--- src/rtl/seq_det_pkg.sv ---
// Shared types and default sizing for the programmable sequence detector.
package seq_det_pkg;
    localparam int MAX_LEN_DEF = 8;
    localparam int CNT_W_DEF   = 8;
    localparam int TO_W_DEF    = 16;

    typedef enum logic [1:0] {
        IDLE = 2'b00,
        SCAN = 2'b01,
        HIT  = 2'b10,
        DONE = 2'b11
    } state_e;
endpackage

--- src/rtl/seq_det_shifter.sv ---
// Serial history register, fill counter and length-masked pattern compare.
// match looks at the post-shift history, so it is only meaningful while shift is high.
module seq_det_shifter
    import seq_det_pkg::*;
#(
    parameter int MAX_LEN = MAX_LEN_DEF,
    parameter int LEN_W   = $clog2(MAX_LEN + 1)
) (
    input  logic               clk,
    input  logic               reset,
    input  logic               shift,
    input  logic               clear,
    input  logic               clear_fill,
    input  logic               data,
    input  logic [LEN_W-1:0]   len,
    input  logic [MAX_LEN-1:0] pattern,
    output logic               match
);
    logic [MAX_LEN-1:0] hist_q, hist_d, mask;
    logic [LEN_W-1:0]   fill_q, fill_inc;

    always_comb begin
        hist_d   = {hist_q[MAX_LEN-2:0], data};
        fill_inc = (fill_q == LEN_W'(MAX_LEN)) ? fill_q : fill_q + 1'b1;
        for (int i = 0; i < MAX_LEN; i++) begin
            mask[i] = (LEN_W'(i) < len);
        end
        match = shift && (((hist_d ^ pattern) & mask) == '0) && (fill_inc >= len);
    end

    // clear_fill restarts the window after a non-overlapping match
    always_ff @(posedge clk) begin
        if (reset || clear) begin
            hist_q <= '0;
            fill_q <= '0;
        end else if (shift) begin
            hist_q <= hist_d;
            fill_q <= clear_fill ? '0 : fill_inc;
        end
    end
endmodule

--- src/rtl/seq_det_ctrl.sv ---
// Sequence-detection controller: FSM, match/timeout counters and config latch.
// Optional abort-on-timeout feature enabled by defining SEQ_DET_TIMEOUT_EN.
module seq_det_ctrl
    import seq_det_pkg::*;
#(
    parameter  int MAX_LEN = MAX_LEN_DEF,
    parameter  int CNT_W   = CNT_W_DEF,
    parameter  int TO_W    = TO_W_DEF,
    localparam int LEN_W   = $clog2(MAX_LEN + 1)
) (
    input  logic               clk,
    input  logic               reset,
    input  logic               start,
    input  logic [MAX_LEN-1:0] cfg_pattern,
    input  logic [LEN_W-1:0]   cfg_len,
    input  logic               cfg_overlap,
    input  logic [CNT_W-1:0]   cfg_target,
    input  logic [TO_W-1:0]    cfg_timeout,
    input  logic               data,
    input  logic               data_valid,
    output logic               busy,
    output logic               detected,
    output logic [CNT_W-1:0]   match_cnt,
    output logic               done,
    output logic               timeout
);
    state_e             state_q, state_d;
    logic [MAX_LEN-1:0] pat_q;
    logic [LEN_W-1:0]   len_q, len_eff;
    logic               ovl_q;
    logic [CNT_W-1:0]   tgt_q, cnt_q, cnt_d;
    logic               hitx_q, hitx_d, tox_q, tox_d;
    logic               latch, sh_clear, clear_fill, shift, match;

    assign shift = data_valid && (state_q == SCAN || state_q == HIT);

    always_comb begin
        len_eff = cfg_len;
        if (cfg_len == '0)                       len_eff = LEN_W'(1);
        else if (cfg_len > LEN_W'(MAX_LEN))      len_eff = LEN_W'(MAX_LEN);
    end

    seq_det_shifter #(.MAX_LEN(MAX_LEN), .LEN_W(LEN_W)) u_shifter (
        .clk       (clk),
        .reset     (reset),
        .shift     (shift),
        .clear     (sh_clear),
        .clear_fill(clear_fill),
        .data      (data),
        .len       (len_q),
        .pattern   (pat_q),
        .match     (match)
    );

`ifdef SEQ_DET_TIMEOUT_EN
    logic [TO_W-1:0] tmo_q, to_cnt_q, to_cnt_d;
`else
    logic unused_tmo;
    assign unused_tmo = ^cfg_timeout;
`endif

    always_comb begin
        state_d    = state_q;
        cnt_d      = cnt_q;
        hitx_d     = hitx_q;
        tox_d      = tox_q;
        latch      = 1'b0;
        sh_clear   = 1'b0;
        clear_fill = 1'b0;
`ifdef SEQ_DET_TIMEOUT_EN
        to_cnt_d   = to_cnt_q;
`endif
        case (state_q)
            IDLE: begin
                if (start) begin
                    state_d  = SCAN;
                    latch    = 1'b1;
                    sh_clear = 1'b1;
                    cnt_d    = '0;
                    hitx_d   = 1'b0;
                    tox_d    = 1'b0;
`ifdef SEQ_DET_TIMEOUT_EN
                    to_cnt_d = '0;
`endif
                end
            end
            SCAN, HIT: begin
                clear_fill = match && !ovl_q;
                if (match) begin
                    cnt_d = (cnt_q == '1) ? cnt_q : cnt_q + 1'b1;
`ifdef SEQ_DET_TIMEOUT_EN
                    to_cnt_d = '0;
`endif
                    if (tgt_q != '0 && cnt_d == tgt_q) begin
                        state_d = DONE;
                        hitx_d  = 1'b1;
                    end else begin
                        state_d = HIT;
                    end
                end else begin
                    state_d = SCAN;
`ifdef SEQ_DET_TIMEOUT_EN
                    // a match on the same bit already took the branch above
                    if (shift) begin
                        to_cnt_d = to_cnt_q + 1'b1;
                        if (tmo_q != '0 && to_cnt_d == tmo_q) begin
                            state_d = DONE;
                            tox_d   = 1'b1;
                        end
                    end
`endif
                end
            end
            default: state_d = IDLE;
        endcase
    end

    always_ff @(posedge clk) begin
        if (reset) begin
            state_q <= IDLE;
            pat_q   <= '0;
            len_q   <= LEN_W'(1);
            ovl_q   <= 1'b0;
            tgt_q   <= '0;
            cnt_q   <= '0;
            hitx_q  <= 1'b0;
            tox_q   <= 1'b0;
        end else begin
            state_q <= state_d;
            cnt_q   <= cnt_d;
            hitx_q  <= hitx_d;
            tox_q   <= tox_d;
            if (latch) begin
                pat_q <= cfg_pattern;
                len_q <= len_eff;
                ovl_q <= cfg_overlap;
                tgt_q <= cfg_target;
            end
        end
    end

`ifdef SEQ_DET_TIMEOUT_EN
    always_ff @(posedge clk) begin
        if (reset) begin
            tmo_q    <= '0;
            to_cnt_q <= '0;
        end else begin
            to_cnt_q <= to_cnt_d;
            if (latch) tmo_q <= cfg_timeout;
        end
    end
`endif

    assign busy      = (state_q == SCAN) || (state_q == HIT);
    assign detected  = (state_q == HIT) || (state_q == DONE && hitx_q);
    assign done      = (state_q == DONE);
    assign timeout   = (state_q == DONE) && tox_q;
    assign match_cnt = cnt_q;
endmodule

--- config.mk ---
export PLATFORM = sky130hd
export DESIGN_NAME = seq_det_ctrl
export DESIGN_NICKNAME = d
export VERILOG_FILES = /design/src/rtl/seq_det_pkg.sv /design/src/rtl/seq_det_shifter.sv /design/src/rtl/seq_det_ctrl.sv
export SDC_FILE = /design/constraint.sdc
export NUM_CORES = 1
export LEC_CHECK = 0
export ABC_AREA = 1
export BUFFER_PORTS_ARGS = -buffer_cell sky130_fd_sc_hd__buf_2
export CORE_MARGIN = 4
export CORE_UTILIZATION = 56
export CTS_CLUSTER_SIZE = 20
export DETAILED_ROUTE_END_ITERATION = 16
export PLACE_DENSITY_LB_ADDON = 0.2
export SYNTH_ARGS = -nofsm -noshare
export SYNTH_HDL_FRONTEND = slang
export SYNTH_HIERARCHICAL = 1
export SYNTH_SLANG_ARGS = --single-unit
--- constraint.sdc ---
create_clock -name clk -period 7.14 [get_ports clk]
set_clock_uncertainty 0.1 [all_clocks]
set_input_delay 0.714 -clock clk [delete_from_list [all_inputs] [get_ports clk]]
set_output_delay 0.714 -clock clk [all_outputs]
set_load 0.05 [all_outputs]
==> metrics.cfg, run 1 <==
[detailed_routing]
num_vias = 2336
wl_per_cell_um = 12.0
vias_per_cell = 5.09
drtPass1Iterations = 4
drt_iter0_drc = 128
drc = 0
postRouteAntennaNets = 0
routed_wl_um = 5500

[synth]
synth_commonest_cells = nand2_1, nor2_1, dfxtp_1
syn_area_sq_mm = 0.00247
synth_edf_count = 0
synthArstFlopShare_pct = 0
ys.warnings.count = 6
syn_area_per_cell_sq_um = 6.58
synth_seq_cells = 43
synthCells = 376
syn-num-nets = 429
ys_types = 32
synth_top_area_share_pct = 34.8
synth.most_common_cell = nand2_1
synth_top_flop_cell = dfxtp_1
ys_seq_area_share_pct = 34.8
synthTopCellsByArea = dfxtp_1, nand2_1, nor2_1
synth_largest_area_cell = dfxtp_1

[placement]
portBuffers = 36
gp_congestion = 0.891
dp_hpwl_um = 4050
placed_cell_area_sq_mm = 0.00266
dp_cells = 451
place_ws_ns = 4.44

[worst_setup_path]
required_ns = 7.27
crit_start = u_shifter/fill_q[0]
r2r_slack_ns = 4.46
crit_arrival_ns = 2.81
setup.worst_path.end_class = flip-flop
crit_fanout = 10
critPathKind = flip-flop to flip-flop
cp-start-kind = flip-flop
timing.rr.start = u_shifter/fill_q[0]

[power_and_ir_drop]
total_leakage_power_nw = 1.33
vdd_drop_max_mv = 0.183
p_per_area_mw_per_mm2 = 204
power_mw = 0.566

[timing]
period_needed_ns = 2.68
finalCritPeriodShare_pct = 37.5
worst_pin_slew_ns = 0.837
finalHoldViolations = 0
maxSlewViolCount = 0
fin_ws_ns = 4.46
fmax_ghz = 0.373
max_slew_margin_pct = 44.1
rsz0062_at_grt = false
setup_viol = 0
fin_setup_tns_ns = 0

[die]
die_w_um = 74.4
core_sq_mm = 0.00414
die-height_um = 74.4
start_util_pct = 59.7
ios = 54
std_cell_rows = 23
die-area_sq_mm = 0.00554

[status]
status = finished clean

[cts]
cts_max_level = 2
cts_inserted_buffers = 5
cts_resized = 0
clock_path_buffers = 2
post_cts_buffers = 0
clkSinkCount = 43
clock_latency_ns = 0.31
clock-root-buffer = clkbuf_8
cts_hold_buf = 0
clk_pin_slew_ns = 0.09
tritoncts = done

[cells_and_area]
design_area_sq_mm = 0.00277
antenna-diode-count = 0
nets = 461
final.fill_count = 401
area_growth_pct = 12.1
instances_no_fill = 459
drive_gt1_share_pct = 17.4

[grt]
antenna_found_initial = 0
grtUsageMet2_pct = 32.4
grt_use_total_pct = 20.8
grt_pass1_wl_um = 8850
overflow = 0
grt_max_degree = 30
met3_usage_pct = 4.46
grt.busiest_layer = met2
grt_pass1_vias = 1983
met1_usage_pct = 29.0

[hold_path]
min-delay-start = hitx_q
hold_class = flip-flop to flip-flop

[job]
maxCapViolCount = 0

==> critical path, cell delays in order (launching register included) <==
cell and delay [ns]:
dfxtp_1 0.42, inv_1 0.06, ha_1 0.22, nand2_1 0.09
xor2_1 0.18, inv_1 0.07, ha_1 0.17, inv_1 0.05
a21oi_1 0.05, o21ai_0 0.14, nor2_1 0.08, nor2_2 0.14
nand2_1 0.10, nor2_2 0.43, nand3_1 0.14, a21oi_1 0.16
==> registers in the layout (all words and copies together), names as in the netlist <==
| name | count |
|---|---|
| u_shifter/hist_q | 7 |
| pat_q | 8 |
| ovl_q | 1 |
| match_cnt | 8 |
| tgt_q | 8 |
| len_q | 4 |
| u_shifter/fill_q | 4 |
| state_q | 2 |
| hitx_q | 1 |
==> routing by layer <==
metal / part of all wire [%] / wire (um) / vias up
met5: 0 / 0 / -
met3: 5.9 / 324 / 6
met4: 1.1 / 63 / 0
met1: 50 / 2740 / 1029
met2: 43 / 2370 / 58
li1: - / - / 1243
==> cell families after synthesis <==
logic type      after synthesis  share of synthesized area [%]
flops                        43                           34.8
other cells                   1                          0.152
compound gates               65                           14.8
fa+ha+maj                    11                           5.57
buf+inv                      58                           9.56
simple gates                191                           32.6
xor+xnor                      7                           2.48
==> stage by stage <==
stage          util [%]  hold WS [ns]
2_1_floorplan         -         0.344
3_3_place_gp       64.2         0.362
3_5_place_dp       64.2         0.369
4_1_cts            66.9         0.381
5_1_grt            66.9         0.413
6_report           66.9         0.377
==> power by group <==
| part | total, mW | internal (mW) | switching (mW) |
|---|---|---|---|
| combinational | 0.105 | 0.0364 | 0.0682 |
| clock | 0.195 | 0.104 | 0.0909 |
| sequential | 0.267 | 0.255 | 0.0121 |
==> layout make-up <==
type / count / area, sq um / area share (%)
Inverter: 47 / 181 / 6.54
Tap cell: 50 / 62.6 / 2.26
Multi-Input combinational cell: 275 / 1380 / 49.6
Clock buffer: 5 / 68.8 / 2.48
Clock inverter: 3 / 43.8 / 1.58
Timing Repair Buffer: 36 / 180 / 6.50
Sequential cell: 43 / 861 / 31.0
==> final timing paths <==
kind	end	cells past startpoint
worst max-delay path	match_cnt[1]	15
worst min-delay path	hitx_q	2
worst max register to register	match_cnt[1]	15
worst min register to register	hitx_q	2
==> layout by cell type (no fill, tap or decap) <==
cell | netlist | layout
or2_1 | 1 | 1
o21ai_1 | 1 | 1
xor2_1 | 6 | 6
a211oi_1 | 4 | 4
clkinv_4 | 1 | 2
o21bai_2 | 1 | 1
inv_2 | 4 | 4
buf_2 | 2 | 36
o21ai_0 | 22 | 22
nor2_4 | 1 | 1
nand4_1 | 2 | 2
clkinv_2 | 0 | 1
nor3_1 | 1 | 1
conb_1 | 1 | 1
or2_2 | 1 | 1
nand3_2 | 2 | 2
nor2_2 | 7 | 7
ha_1 | 11 | 11
o21a_1 | 1 | 1
a21oi_2 | 4 | 4
bufinv_16 | 0 | 1
nand3_1 | 20 | 20
a21o_1 | 1 | 1
o21bai_1 | 2 | 2
dfxtp_1 | 43 | 43
nand2_2 | 6 | 6
nor2_1 | 47 | 47
a21oi_1 | 29 | 29
clkbuf_8 | 0 | 5
inv_1 | 42 | 42
xnor2_1 | 1 | 1
nand2_1 | 103 | 103
Power figures use the tool's default switching activity.
==> run 2, diff against run 1 <==
--- a/config.mk
+++ b/config.mk
@@ -5,10 +5,10 @@
 export SDC_FILE = /design/constraint.sdc
 export NUM_CORES = 1
 export LEC_CHECK = 0
-export ABC_AREA = 1
+export ABC_AREA = 0
 export BUFFER_PORTS_ARGS = -buffer_cell sky130_fd_sc_hd__buf_2
 export CORE_MARGIN = 4
-export CORE_UTILIZATION = 56
+export CORE_UTILIZATION = 54
 export CTS_CLUSTER_SIZE = 20
 export DETAILED_ROUTE_END_ITERATION = 16
 export PLACE_DENSITY_LB_ADDON = 0.2
==> constraint.sdc (replaced) <==
create_clock -name clk -period 2.6 [get_ports clk]
set_clock_uncertainty 0.1 [all_clocks]
set_input_delay 0.26 -clock clk [delete_from_list [all_inputs] [get_ports clk]]
set_output_delay 0.26 -clock clk [all_outputs]
set_load 0.05 [all_outputs]
==> metrics.cfg, run 2 <==
[status]
status = complete, but fails checks  ; was finished clean
violations = negative setup slack

[detailed_routing]
drc = 0  ; unchanged
wl_per_cell_um = 14.4  ; was 12.0 um
routed_wl_um = 5950  ; was 5500 um
num_vias = 2336  ; unchanged
vias_per_cell = 5.66  ; was 5.09
drtPass1Iterations = 4  ; unchanged
drt_iter0_drc = 159  ; was 128
postRouteAntennaNets = 0  ; unchanged

[grt]
met1_usage_pct = 30.2  ; was 29.0%
antenna_found_initial = 0  ; unchanged
grt_pass1_vias = 2156  ; was 1,983
met3_usage_pct = 4.94  ; was 4.46%
grtUsageMet2_pct = 36.5  ; was 32.4%
grt_pass1_wl_um = 9910  ; was 8850 um
grt.busiest_layer = met2  ; unchanged
grt_use_total_pct = 22.5  ; was 20.8%
overflow = 0  ; unchanged
grt_max_degree = 34  ; was 30

[synth]
ys_seq_area_share_pct = 35.2  ; was 34.8%
syn_area_sq_mm = 0.00244  ; was 0.00247 sq mm
syn-num-nets = 361  ; was 429
synth_seq_cells = 43  ; unchanged
synth_top_area_share_pct = 35.2  ; was 34.8%
synthCells = 308  ; was 376
synthTopCellsByArea = dfxtp_1, nand2_1, a21oi_1  ; was dfxtp_1, nand2_1, nor2_1
synthArstFlopShare_pct = 0  ; unchanged
syn_area_per_cell_sq_um = 7.94  ; was 6.58 sq um
synth.most_common_cell = nand2_1  ; unchanged
ys.warnings.count = 6  ; unchanged
synth_top_flop_cell = dfxtp_1  ; unchanged
ys_types = 56  ; was 32
synth_commonest_cells = nand2_1, dfxtp_1, a21oi_1  ; was nand2_1, nor2_1, dfxtp_1
synth_edf_count = 0  ; unchanged
synth_largest_area_cell = dfxtp_1  ; unchanged

[power_and_ir_drop]
vdd_drop_max_mv = 0.344  ; was 0.183 mV
switching_share_pct = 29.8  ; was 30.2%
p_seq_share_pct = 49.9  ; was 47.1%
p_per_area_mw_per_mm2 = 473  ; was 204 mW/mm^2
internal-power_mw = 1.00  ; was 0.395 mW
p_switching_mw = 0.425  ; was 0.171 mW
total_leakage_power_nw = 1.23  ; was 1.33 nW
clockPowerShare_pct = 29.8  ; was 34.5%
p_comb_share_pct = 20.3  ; was 18.5%

[job]
maxCapViolCount = 0  ; unchanged

[cts]
tritoncts = done  ; unchanged
clock_latency_ns = 0.30  ; was 0.31 ns
clock_path_buffers = 2  ; unchanged
clkSinkCount = 43  ; unchanged
cts_inserted_buffers = 5  ; unchanged
clock-root-buffer = clkbuf_8  ; unchanged
cts_max_level = 2  ; unchanged
clk_pin_slew_ns = 0.08  ; was 0.09 ns

[cells_and_area]
final.fill_count = 350  ; was 401
instances_no_fill = 413  ; was 459
area_growth_pct = 23.3  ; was 12.1%
antenna-diode-count = 0  ; unchanged
final_util_pct = 69.3  ; was 66.9%
drive_gt1_share_pct = 28.0  ; was 17.4%
nets = 413  ; was 461
layout_common_cells = nand2_1, dfxtp_1, buf_2  ; was nand2_1, nor2_1, dfxtp_1
final_common_cell = nand2_1  ; unchanged

[timing]
period_needed_ns = 2.88  ; was 2.68 ns
finalHoldViolations = 0  ; unchanged
setup_viol = 15  ; was 0
fmax_ghz = 0.347  ; was 0.373 GHz
worst_pin_slew_ns = 0.797  ; was 0.837 ns
rsz0062_at_grt = true  ; was false
fin_setup_tns_ns = -3.76  ; was 0 ns
maxSlewViolCount = 0  ; unchanged
fin_ws_ns = -0.283  ; was 4.46 ns
finalCritPeriodShare_pct = 111  ; was 37.5%
max_slew_margin_pct = 46.7  ; was 44.1%

[placement]
dp_hpwl_um = 4150  ; was 4050 um
portBuffers = 36  ; unchanged
gp_congestion = 0.888  ; was 0.891
dp_cells = 402  ; was 451

[worst_setup_path]
required_ns = 2.71  ; was 7.27 ns
critPathBufInv = 2  ; was 3
crit_arrival_ns = 3.00  ; was 2.81 ns
cp-start-kind = flip-flop  ; unchanged
cp_slowest_stage_delay_ns = 0.50  ; was 0.43 ns
crit_fanout = 5  ; was 10
crit_slowest_cell = or4_4  ; was nor2_2
cp_cell_sequence = inv_2 -> ha_4 -> nand3b_1 -> xnor2_2 -> ha_1 -> nand2b_4 -> a2111oi_2 -> or4_4 -> nor4_4 -> buf_4 -> nand2_4 -> nor2_4 -> a21oi_1 -> a311oi_1  ; was inv_1 -> ha_1 -> nand2_1 -> xor2_1 -> inv_1 -> ha_1 -> inv_1 -> a21oi_1 -> o21ai_0 -> nor2_1 -> nor2_2 -> nand2_1 -> nor2_2 -> nand3_1 -> a21oi_1
critical-path-top-delay-family = simple AND/OR/NAND/NOR gates  ; unchanged
critPathKind = flip-flop to flip-flop  ; unchanged
setup.worst_path.end_class = flip-flop  ; unchanged

[die]
die_w_um = 75.3  ; was 74.4 um
start_util_pct = 56.1  ; was 59.7%
die-area_sq_mm = 0.00567  ; was 0.00554 sq mm
ios = 54  ; unchanged
die-height_um = 75.3  ; was 74.4 um
std_cell_rows = 24  ; was 23
core_sq_mm = 0.00435  ; was 0.00414 sq mm

[hold_path]
hold_class = primary input to flip-flop  ; was flip-flop to flip-flop

## run 2: power groups by stage
stage          Clock, mW  Sequential [mW]  Combinational (mW)
2_1_floorplan          0            0.722               0.179
3_3_place_gp           0            0.725               0.251
3_5_place_dp           0            0.726               0.259
4_1_cts            0.435            0.711               0.278
5_1_grt            0.464            0.715               0.316
6_report           0.425            0.711               0.290
## run 2: kinds of logic (layout without fill, tap and decap cells)
group           Yosys count  count (layout)  share of synthesized area (%)
compound gates           77              77                           19.8
simple gates            124             125                           24.8
flops                    43              43                           35.2
xor+xnor                 18              18                           6.76
mux                       8               8                           3.28
other cells               1               1                          0.153
fa+ha+maj                11              11                           5.63
buf+inv                  26              78                           4.40
## run 2: through the flow
step                hold WS (ns)  total power [mW]  setup WS, ns  area, sq um
floorplan                  0.262             0.900        -0.232         2480
global placement           0.345             0.976        -0.206         2820
detailed placement         0.353             0.985        -0.339         2820
CTS                       0.0760              1.42        -0.281         2980
global route              0.0813              1.50        -0.407         3020
finish                    0.0813              1.43        -0.283         3020
## run 2: final timing paths
path                  startpoint            to  slack (ns)  depth (start not counted)
min reg2reg             pat_q[5]      pat_q[5]        0.37                          2
max reg2reg  u_shifter/fill_q[0]  match_cnt[3]       -0.28                         14
max          u_shifter/fill_q[0]  match_cnt[3]       -0.28                         14
min                   cfg_len[3]      len_q[0]        0.08                          2
## run 2: worst register-to-register path, stage by stage, from the launching register on
cell and delay, ns:
dfxtp_2 0.33, inv_2 0.07, ha_4 0.13, nand3b_1 0.12, xnor2_2 0.17, ha_1 0.28, nand2b_4 0.12, a2111oi_2 0.07
or4_4 0.50, nor4_4 0.19, buf_4 0.19, nand2_4 0.07, nor2_4 0.15, a21oi_1 0.09, a311oi_1 0.23
## run 2: per-layer routing
layer | share of wire, % | routed length, um
met5 | 0 | 0
met4 | 1.5 | 87
met2 | 47 | 2780
met3 | 6.9 | 412
met1 | 45 | 2660
## run 2: timing repair
action	CTS	global route
pin swaps	2	3
hold buffers	0	0
resized for setup	15	7
setup buffers	1	1
endpoints found under the hold margin	0	0
cloned	1	0
setup endpoints to repair	15	15
## run 2: layout make-up
cell class              instances  area [sq um]  area share (%)
multi-input cells             240          1600            53.2
flip-flops and latches         43           863            28.6
repair buffers                 58           349            11.6
clock buffers                   5          68.8            2.28
well taps                      52          65.1            2.16
inverters                      12          45.0            1.49
clock inverters                 3          20.0           0.664
==> run 3, diff against run 2 <==
--- a/config.mk
+++ b/config.mk
@@ -8,11 +8,11 @@
 export ABC_AREA = 0
 export BUFFER_PORTS_ARGS = -buffer_cell sky130_fd_sc_hd__buf_2
 export CORE_MARGIN = 4
-export CORE_UTILIZATION = 54
+export CORE_UTILIZATION = 53
 export CTS_CLUSTER_SIZE = 20
 export DETAILED_ROUTE_END_ITERATION = 16
 export PLACE_DENSITY_LB_ADDON = 0.2
 export SYNTH_ARGS = -nofsm -noshare
 export SYNTH_HDL_FRONTEND = slang
-export SYNTH_HIERARCHICAL = 1
 export SYNTH_SLANG_ARGS = --single-unit
+export TNS_END_PERCENT = 50
==> constraint.sdc (replaced) <==
create_clock -name clk -period 2.85 [get_ports clk]
set_clock_uncertainty 0.1 [all_clocks]
set_input_delay 0.285 -clock clk [delete_from_list [all_inputs] [get_ports clk]]
set_output_delay 0.285 -clock clk [all_outputs]
set_load 0.05 [all_outputs]
==> metrics.cfg, run 3 <==
[detailed_routing]
wl_per_cell_um = 14.2  ; was 14.4 um
num_vias = 2243  ; was 2,336
routed_wl_um = 5470  ; was 5950 um
drt_iter0_drc = 229  ; was 159
drtPass1Iterations = 5  ; was 4
drc = 0  ; unchanged
vias_per_cell = 5.84  ; was 5.66
postRouteAntennaNets = 0  ; unchanged

[cells_and_area]
area_growth_pct = 20.2  ; was 23.3%
nets = 385  ; was 413
final_common_cell = nand2_1  ; unchanged
antenna-diode-count = 0  ; unchanged
final_util_pct = 67.3  ; was 69.3%
multi_input_area_sq_mm = 0.00141  ; was 0.00160 sq mm
regArea_sq_um = 863  ; unchanged
instances_no_fill = 384  ; was 413
layout_common_cells = nand2_1, a21oi_1, dfxtp_1  ; was nand2_1, dfxtp_1, buf_2
drive_gt1_share_pct = 21.3  ; was 28.0%
final.fill_count = 341  ; was 350

[synth]
ys_seq_area_share_pct = 37.4  ; was 35.2%
synth_top_area_share_pct = 37.4  ; was 35.2%
ys.warnings.count = 0  ; was 6
syn_area_per_cell_sq_um = 7.87  ; was 7.94 sq um
synthCells = 293  ; was 308
synth_largest_area_cell = dfxtp_1  ; unchanged
synth_edf_count = 0  ; unchanged
ys_types = 48  ; was 56
synth_commonest_cells = nand2_1, a21oi_1, dfxtp_1  ; was nand2_1, dfxtp_1, a21oi_1
yosys.area_share.simple_pct = 22.9  ; was 24.8%
synth_fa_ha_area_share_pct = 5.43  ; was 5.63%
synthArstFlopShare_pct = 0  ; unchanged
synth_compound_area_share_pct = 21.1  ; was 19.8%
syn_area_sq_mm = 0.00230  ; was 0.00244 sq mm
synth_top_family_by_area = simple AND/OR/NAND/NOR gates  ; unchanged
synth-xor-area-share_pct = 7.22  ; was 6.76%
synth_seq_cells = 43  ; unchanged
synth_mux_area_share_pct = 0.869  ; was 3.28%
syn-num-nets = 345  ; was 361
synthTopCellsByArea = dfxtp_1, nand2_1, a21oi_1  ; unchanged
synth_top_flop_cell = dfxtp_1  ; unchanged
synth.most_common_cell = nand2_1  ; unchanged

[cts]
clock-root-buffer = clkbuf_8  ; unchanged
clk_pin_slew_ns = 0.08  ; about the same
clkSinkCount = 43  ; unchanged
cts_inserted_buffers = 5  ; unchanged
clock_path_buffers = 2  ; unchanged
tritoncts = done  ; unchanged
cts_hold_buf = 0  ; unchanged
cts_max_level = 2  ; unchanged
clock_latency_ns = 0.31  ; was 0.30 ns

[timing]
finalCritPeriodShare_pct = 96.8  ; was 111%
setup_viol = 0  ; was 15
rsz0062_at_grt = false  ; was true
period_needed_ns = 2.76  ; was 2.88 ns
maxSlewViolCount = 0  ; unchanged
max_slew_margin_pct = 40.6  ; was 46.7%
fin_ws_ns = 0.0923  ; was -0.283 ns
fmax_ghz = 0.363  ; was 0.347 GHz
fin_setup_tns_ns = 0  ; was -3.76 ns
finalHoldViolations = 0  ; unchanged
worst_pin_slew_ns = 0.889  ; was 0.797 ns

[grt]
antenna_found_initial = 0  ; unchanged
grt_use_total_pct = 21.7  ; was 22.5%
grt_pass1_vias = 1970  ; was 2,156
grt_max_degree = 28  ; was 34
grt_pass1_wl_um = 9240  ; was 9910 um
overflow = 0  ; unchanged

[placement]
dp_hpwl_um = 3770  ; was 4150 um
gp_congestion = 0.854  ; was 0.888
place_ws_ns = 0.0192  ; was -0.339 ns
portBuffers = 36  ; unchanged
dp_cells = 373  ; was 402

[die]
die_w_um = 73.9  ; was 75.3 um
die-area_sq_mm = 0.00547  ; was 0.00567 sq mm
core_sq_mm = 0.00412  ; was 0.00435 sq mm
ios = 54  ; unchanged
die-height_um = 73.9  ; was 75.3 um
start_util_pct = 56.0  ; was 56.1%
std_cell_rows = 23  ; was 24

[power_and_ir_drop]
power_mw = 1.47  ; was 1.43 mW
p_per_area_mw_per_mm2 = 530  ; was 473 mW/mm^2
vdd_drop_max_mv = 0.385  ; was 0.344 mV
total_leakage_power_nw = 1.06  ; was 1.23 nW

[status]
status = finished clean  ; was complete, but fails checks

[worst_setup_path]
required_ns = 3.01  ; was 2.71 ns
cp-start-kind = flip-flop  ; unchanged
crit_fanout = 7  ; was 5
timing.rr.start = u_shifter.fill_q[1]  ; was u_shifter/fill_q[0]
critPathKind = flip-flop to flip-flop  ; unchanged
crit_arrival_ns = 2.92  ; was 3.00 ns
setup.worst_path.end_class = flip-flop  ; unchanged
rr_worst_depth = 14  ; unchanged
crit_start = u_shifter.fill_q[1]  ; was u_shifter/fill_q[0]

[hold_path]
hold_class = primary input to flip-flop  ; unchanged
hold_depth = 2  ; unchanged
min-delay-start = cfg_len[3]  ; unchanged

[job]
maxCapViolCount = 0  ; unchanged

run 3: area by class of cell:
| cell class | count | area share, % |
|---|---|---|
| Timing Repair Buffer | 47 | 9.75 |
| Inverter | 13 | 1.76 |
| Tap cell | 50 | 2.26 |
| Clock inverter | 2 | 1.26 |
| Sequential cell | 43 | 31.2 |
| Multi-Input combinational cell | 223 | 50.8 |
| Clock buffer | 6 | 2.98 |
run 3: layer usage:
| layer | part of all wire (%) | track usage [%] |
|---|---|---|
| met1 | 48 | 31.9 |
| met2 | 43 | 30.1 |
| met3 | 6.7 | 5.27 |
| met4 | 1.9 | 9.46 |
| met5 | 0 | 0 |
run 3: cells by family after synthesis:
group	count (synthesis)
DFF	43
xor gates and xnor gates	19
muxes	2
adders and majority gates	10
buffers and inverters	28
and+or+nand+nor	112
AOI/OAI and AO/OA	78
other	1
run 3: what timing repair did:
action                     CTS  global route
setup endpoints to repair    8            15
setup buffers                0             2
gates cloned                 1             0
pin swaps                    1             9
resized for setup            5            15
run 3: path summary, 6_finish.rpt:
check | endpoint | slack, ns
setup / recovery | match_cnt[0] | 0.09
hold / removal | len_q[0] | 0.11
setup reg to reg | match_cnt[0] | 0.09
hold reg to reg | pat_q[5] | 0.37
run 3: stage by stage:
step | cell area, sq um | hold slack (ns)
4_1_cts | 2690 | 0.0944
3_3_place_gp | 2550 | 0.337
2_1_floorplan | 2300 | 0.287
5_1_grt | 2770 | 0.107
3_5_place_dp | 2550 | 0.355
6_report | 2770 | 0.107
run 3: worst max-delay path: stages (launching register included):
cell and delay (ns):
dfxtp_2 0.35, inv_1 0.07, ha_4 0.15, nand2_2 0.09
nor2_4 0.06, buf_6 0.13, xnor2_2 0.12, ha_1 0.27
nand2b_4 0.11, a2111oi_2 0.06, or4_1 0.49, buf_6 0.17
nor2_8 0.13, mux2i_2 0.25, a22o_1 0.16
run 3: power by group:
group	total [mW]	leakage (nW)	switching, mW	internal [mW]
combinational	0.300	0.648	0.177	0.123
sequential	0.666	0.351	0.0341	0.632
clock	0.502	0.0612	0.218	0.284
